<file path="config.mk">
export PLATFORM = sky130hd
export DESIGN_NAME = bcd_mod_counter
export DESIGN_NICKNAME = d
export VERILOG_FILES = /design/src/rtl/bcd_mod_counter.sv
export SDC_FILE = /design/constraint.sdc
export NUM_CORES = 1
export LEC_CHECK = 0
export BUFFER_PORTS_ARGS = -buffer_cell sky130_fd_sc_hd__buf_4
export CAP_MARGIN = 20
export CORE_ASPECT_RATIO = 1.5
export CORE_UTILIZATION = 41
export CTS_CLUSTER_DIAMETER = 120
export CTS_CLUSTER_SIZE = 28
export DETAILED_ROUTE_END_ITERATION = 12
export GPL_TIMING_DRIVEN = 0
export PLACE_DENSITY = 0.6
export SLEW_MARGIN = 0
export SYNTH_ARGS = -nofsm -noshare
export SYNTH_HDL_FRONTEND = slang
export SYNTH_SLANG_ARGS = --single-unit
export TNS_END_PERCENT = 20
</file>
<file path="constraint.sdc">
create_clock -name clk -period 3.4 [get_ports clk]
set_clock_uncertainty 0.15 [all_clocks]
set_input_delay 0.34 -clock clk [delete_from_list [all_inputs] [get_ports clk]]
set_output_delay 0.34 -clock clk [all_outputs]
set_load 0.02 [all_outputs]
</file>
<file path="src/rtl/bcd_mod_counter.sv">
// bcd_mod_counter: two-digit BCD modulo counter stage (seconds/minutes/hours).
// Counts 0..MODULUS-1 on tick, with parallel load (range checked), manual
// per-digit setting, a registered carry on up-wrap and a terminal-count flag.
// Optional build macro CNT_DOWN_EN adds the dir input (1 = count down) and
// a registered borrow pulse on down-wrap.
//
// Strobe semantics: tick, set_l, set_h and load are single-cycle pulses with
// no ready/back-pressure; each is sampled on the rising clk edge. When several
// are high on one edge only the highest priority one (load > set_l > set_h >
// tick) acts, and the others are dropped rather than queued.
module bcd_mod_counter #(
    parameter int         MODULUS = 60,
    parameter logic [3:0] INIT_L  = 4'd0,
    parameter logic [3:0] INIT_H  = 4'd0
) (
    input  logic       clk,
    input  logic       rst,
    input  logic       tick,
    input  logic       set_l,
    input  logic       set_h,
    input  logic       load,
    input  logic [7:0] load_val,
`ifdef CNT_DOWN_EN
    input  logic       dir,
    output logic       borrow,
`endif
    output logic [3:0] cnt_l,
    output logic [3:0] cnt_h,
    output logic       carry,
    output logic       at_max,
    output logic       load_err
);

    // Modulus arithmetic is done on the binary value 10*tens + units (max 109).
    localparam logic [7:0] MOD_V = 8'(MODULUS);
    localparam logic [7:0] MAX_V = 8'(MODULUS - 1);
    localparam logic [3:0] MAX_L = 4'((MODULUS - 1) % 10);
    localparam logic [3:0] MAX_H = 4'((MODULUS - 1) / 10);

    logic [7:0] cur_v;
    logic [7:0] load_v;
    logic [7:0] set_l_v;
    logic [7:0] set_h_v;
    logic       load_ok;
    logic       set_l_wrap;
    logic       set_h_wrap;
    logic       is_max;
    logic       is_zero;

    // Binary view of the current and candidate values plus range decisions.
    always_comb begin
        cur_v      = 8'(cnt_h) * 8'd10 + 8'(cnt_l);
        load_v     = 8'(load_val[7:4]) * 8'd10 + 8'(load_val[3:0]);
        load_ok    = (load_val[7:4] <= 4'd9) && (load_val[3:0] <= 4'd9) &&
                     (load_v < MOD_V);
        set_l_v    = cur_v + 8'd1;
        set_l_wrap = (cnt_l == 4'd9) || (set_l_v >= MOD_V);
        set_h_v    = cur_v + 8'd10;
        set_h_wrap = (set_h_v >= MOD_V);
        is_max     = (cur_v == MAX_V);
        is_zero    = (cur_v == 8'd0);
    end

    // Terminal count follows the counting direction so a down-counting chain
    // sees the flag at 00 just like an up-counting chain sees it at MODULUS-1.
`ifdef CNT_DOWN_EN
    assign at_max = dir ? is_zero : is_max;
`else
    assign at_max = is_max;
`endif

    // Counter state and one-cycle status pulses, prioritised load > set_l > set_h > tick.
    always_ff @(posedge clk or posedge rst) begin
        if (rst) begin
            cnt_l    <= INIT_L;
            cnt_h    <= INIT_H;
            carry    <= 1'b0;
            load_err <= 1'b0;
`ifdef CNT_DOWN_EN
            borrow   <= 1'b0;
`endif
        end else begin
            carry    <= 1'b0;
            load_err <= 1'b0;
`ifdef CNT_DOWN_EN
            borrow   <= 1'b0;
`endif
            if (load) begin
                if (load_ok) begin
                    cnt_h <= load_val[7:4];
                    cnt_l <= load_val[3:0];
                end else begin
                    load_err <= 1'b1;
                end
            end else if (set_l) begin
                cnt_l <= set_l_wrap ? 4'd0 : cnt_l + 4'd1;
            end else if (set_h) begin
                cnt_h <= set_h_wrap ? 4'd0 : cnt_h + 4'd1;
            end else if (tick) begin
`ifdef CNT_DOWN_EN
                if (dir) begin
                    if (is_zero) begin
                        cnt_h  <= MAX_H;
                        cnt_l  <= MAX_L;
                        borrow <= 1'b1;
                    end else if (cnt_l == 4'd0) begin
                        cnt_l <= 4'd9;
                        cnt_h <= cnt_h - 4'd1;
                    end else begin
                        cnt_l <= cnt_l - 4'd1;
                    end
                end else
`endif
                begin
                    if (is_max) begin
                        cnt_h <= 4'd0;
                        cnt_l <= 4'd0;
                        carry <= 1'b1;
                    end else if (cnt_l == 4'd9) begin
                        cnt_l <= 4'd0;
                        cnt_h <= cnt_h + 4'd1;
                    end else begin
                        cnt_l <= cnt_l + 4'd1;
                    end
                end
            end
        end
    end

endmodule

</file>
==> results by group <==
STA
  • Worst-Margin Slew: between 0.4 and 0.5 ns
  • Fmax: 0.291 GHz
  • Minimum hold slack: roughly 0.26 ns
  • Tcrit/Tclk final: 101%
  • Final slew viol count: 0
  • Worst rel slew slack: slightly below 70%
  • RSZ-0062 raised after global routing: yes
  • Final setup fails: 2
  • Final hold violations: 0
  • Setup_tns: -0.0486 ns
  • Setup slack after layout: -0.0350 ns
  • Shortest period the worst path allows: around 3.4 ns

Placement
  • Post-detail-place hpwl: between 3000 and 4000 um
  • Placed inst area: 0.00183 sq mm
  • GP Congestion: approximately 0.78
  • I/O Buffers: 24

Drt
  • Routed wire length: ~4300 um
  • DRC viols: 0
  • DR WL met3: about 77 um
  • Top sig layer: met4
  • Detailed Route Iter0 Violations: 40
  • Drt pass-1 iters: 7
  • Vias after detailed routing: 1619
  • Routed len/inst: 16.4 um
  • Vias per cell: between 6 and 7
  • ANT nets after route: 0
  • Met1 WL: about 1700 um
  • Met2 routed WL: 2450 um

Yosys
  • Yosys top cell by area: dfrtp_1
  • Yosys reg bits: 10
  • Post-Synthesis Cell Area: around 0.0016 sq mm
  • Commonest cells in the netlist: ha_1, inv_1, nand2_1
  • Cell count after synthesis: roughly 180
  • Mapped Avg Cell Area: 8.77 sq um
  • Synth top area cells: dfrtp_1, ha_1, fa_1, a32oi_1, a21oi_1
  • Synth top area share: 16.1%
  • Most common cell in the netlist: ha_1
  • Ys async rst share: between 90% and 100%
  • Number of flops mapped to enable cells by yosys: 0
  • Synth cell types: 60
  • Synth warn: 0
  • Synth Flop Type: dfrtp_1
  • Syn Nets: 213
  • Seq/Total Area, Yosys: 16.1%

CTS
  • H-tree depth: 1
  • Clk root buf: clkbuf_8
  • Num Clock Sinks: 10
  • Clk_lat worst skew: ~0.24 ns
  • CTS tree: done
  • Num CTS Buffers: 3
  • Clk pin slew, worst setup/hold paths: 0.05 ns
  • Max Root-Sink Buffers: 2

Final layout
  • Register Area: between 200 and 300 sq um
  • Final Cell Area: around 0.0021 sq mm
  • Area of the multi-input gates: around 0.0014 sq mm
  • Layout cells sized above 1: 36.0%
  • Net count, final: 259
  • Area grow syn2layout: 36.6%
  • Fillers: between 300 and 400
  • # diodes: 0

Setup path
  • Max incr delay on CP: about 0.6 ns
  • CP Buf/Inv Count: 1
  • Element type at the critical path end: flop
  • CP Class: reg2reg
  • CP Cell Sequence: ha_4 -> ha_4 -> fa_2 -> nand2_2 -> or4_4 -> o211ai_4 -> buf_4 -> o31ai_1 -> a31o_2 -> a32o_1 -> mux2_2
  • Delay-heaviest family, CP: adder cells
  • CP arrival: between 3 and 4 ns
  • CP max FO: 5
  • Most used cell, CP: ha_4
  • Crit start category: flop
  • Critical-path top delay cell: fa_2
  • Crit path required time: about 3.4 ns

Power and ir drop
  • Combinational Power Share: roughly 84%
  • Int Power: between 1000 and 1500 uW
  • Sw Ratio: just under 50%
  • Clock Power Share: 5.9%
  • Sequential Power Share: 10.0%
  • VDD IR max: roughly 0.00068 V
  • P_sw: ~1200 uW
  • PwrDens: ~1200 mW/mm^2
  • Leak: between 0.0009 and 0.001 uW

Hold path
  • Worst hold path type: in2reg

Die
  • Core area: around 0.0036 sq mm
  • Ports: 25
  • Die Span Y: 77.4 um
  • Die area: roughly 0.0040 sq mm
  • Row count: 27
  • Starting Density: a little over two fifths
  • Die Width: around 52 um

Global routing
  • GR Util All Layers: 23.8%
  • Pin count of the biggest net entering global routing: 12
  • Initial antenna violation count: 0
  • Global-route wire length before repair: between 7000 and 8000 um
  • Vias in the first global route: roughly 1600
  • Overflow after GRT: 0

Flow run
  • Maxcap violations: 0

Status
  • Violated checks: setup timing
  • Outcome: finished with violations
per-stage QoR:
stage	util, %	worst slack [ns]	power (uW)	std cells
finish	58.1	-0.0350	2560	265
global placement	50.1	-0.446	1890	244
detailed placement	50.1	-0.512	1950	244
CTS	55.8	-0.103	2350	259
floorplan	-	-0.0924	1550	177
global route	58.1	-0.128	2760	265
timing repair:
item | 4_1_cts | 5_1_grt
endpoints found under the setup margin | 9 | 9
hold buffers | 1 | 0
pin swaps | 6 | 7
endpoints found under the hold margin | 10 | 0
buffers inserted | 10 | 7
resized for setup | 13 | 9
cell families (layout without fill, tap and decap cells):
group,Yosys count,count (layout),share of synthesized area (%)
simple gates,67,67,26.4
compound gates,53,53,25.9
fa+ha+maj,22,22,19.7
buf+inv,12,57,2.90
xor+xnor,10,10,7.09
flops,10,10,16.1
mux,3,3,2.01
flip-flops by register name, indices dropped and copies added (netlist names):
register and flops:
carry 1, cnt_h 4, load_err 1, cnt_l 4
path summary, 6_finish.rpt:
path | from | end | slack (ns) | cells past startpoint
worst max-delay path | cnt_h[3]$_DFFE_PP0P_ | cnt_h[1]$_DFFE_PP0P_ | -0.04 | 11
min in group asynchronous | rst | load_err$_DFF_PP0_ | 0.51 | 3
worst min-delay path | load_val[1] | cnt_l[1]$_DFFE_PP0P_ | 0.26 | 3
worst min register to register | cnt_l[1]$_DFFE_PP0P_ | cnt_l[1]$_DFFE_PP0P_ | 0.52 | 2
max in group asynchronous | rst | cnt_h[2]$_DFFE_PP0P_ | 2.25 | 3
worst max register to register | cnt_h[3]$_DFFE_PP0P_ | cnt_h[1]$_DFFE_PP0P_ | -0.04 | 11
tightest hold or removal path: cells and delay by family:
family          cells  cell delay (ns)
compound gates      1             0.09
simple gates        1             0.08
buf+inv             1             0.10
layout make-up:
| type | instances | share of cell area [%] |
|---|---|---|
| Multi-Input combinational cell | 155 | 65.9 |
| Timing Repair Buffer | 41 | 14.8 |
| Sequential cell | 10 | 12.0 |
| Clock buffer | 4 | 2.60 |
| Tap cell | 43 | 2.54 |
| Inverter | 11 | 1.95 |
| Buffer | 1 | 0.177 |
placed cells by master (no fill, tap or decap), types with 6 or more instances in the layout:
cell type / n
o21ai_0: 7
buf_4: 39
dfrtp_1: 6
o211ai_1: 6
nand2_1: 10
nor2_1: 7
a21oi_1: 9
nand3_1: 10
inv_1: 11
ha_1: 14
metal layers:
layer  vias up  track usage (%)
met5         -                0
met4         0             8.95
met3         8             2.35
met2        30             43.5
met1       795             27.3
li1        786                -
power groups by stage:
stage          Clock (uW)  Sequential, uW  Combinational, uW
2_1_floorplan           0             321               1230
3_3_place_gp            0             288               1600
3_5_place_dp            0             297               1660
4_1_cts               153             257               1940
5_1_grt               162             266               2330
6_report              151             255               2150
(Power assumes the default switching activity.)
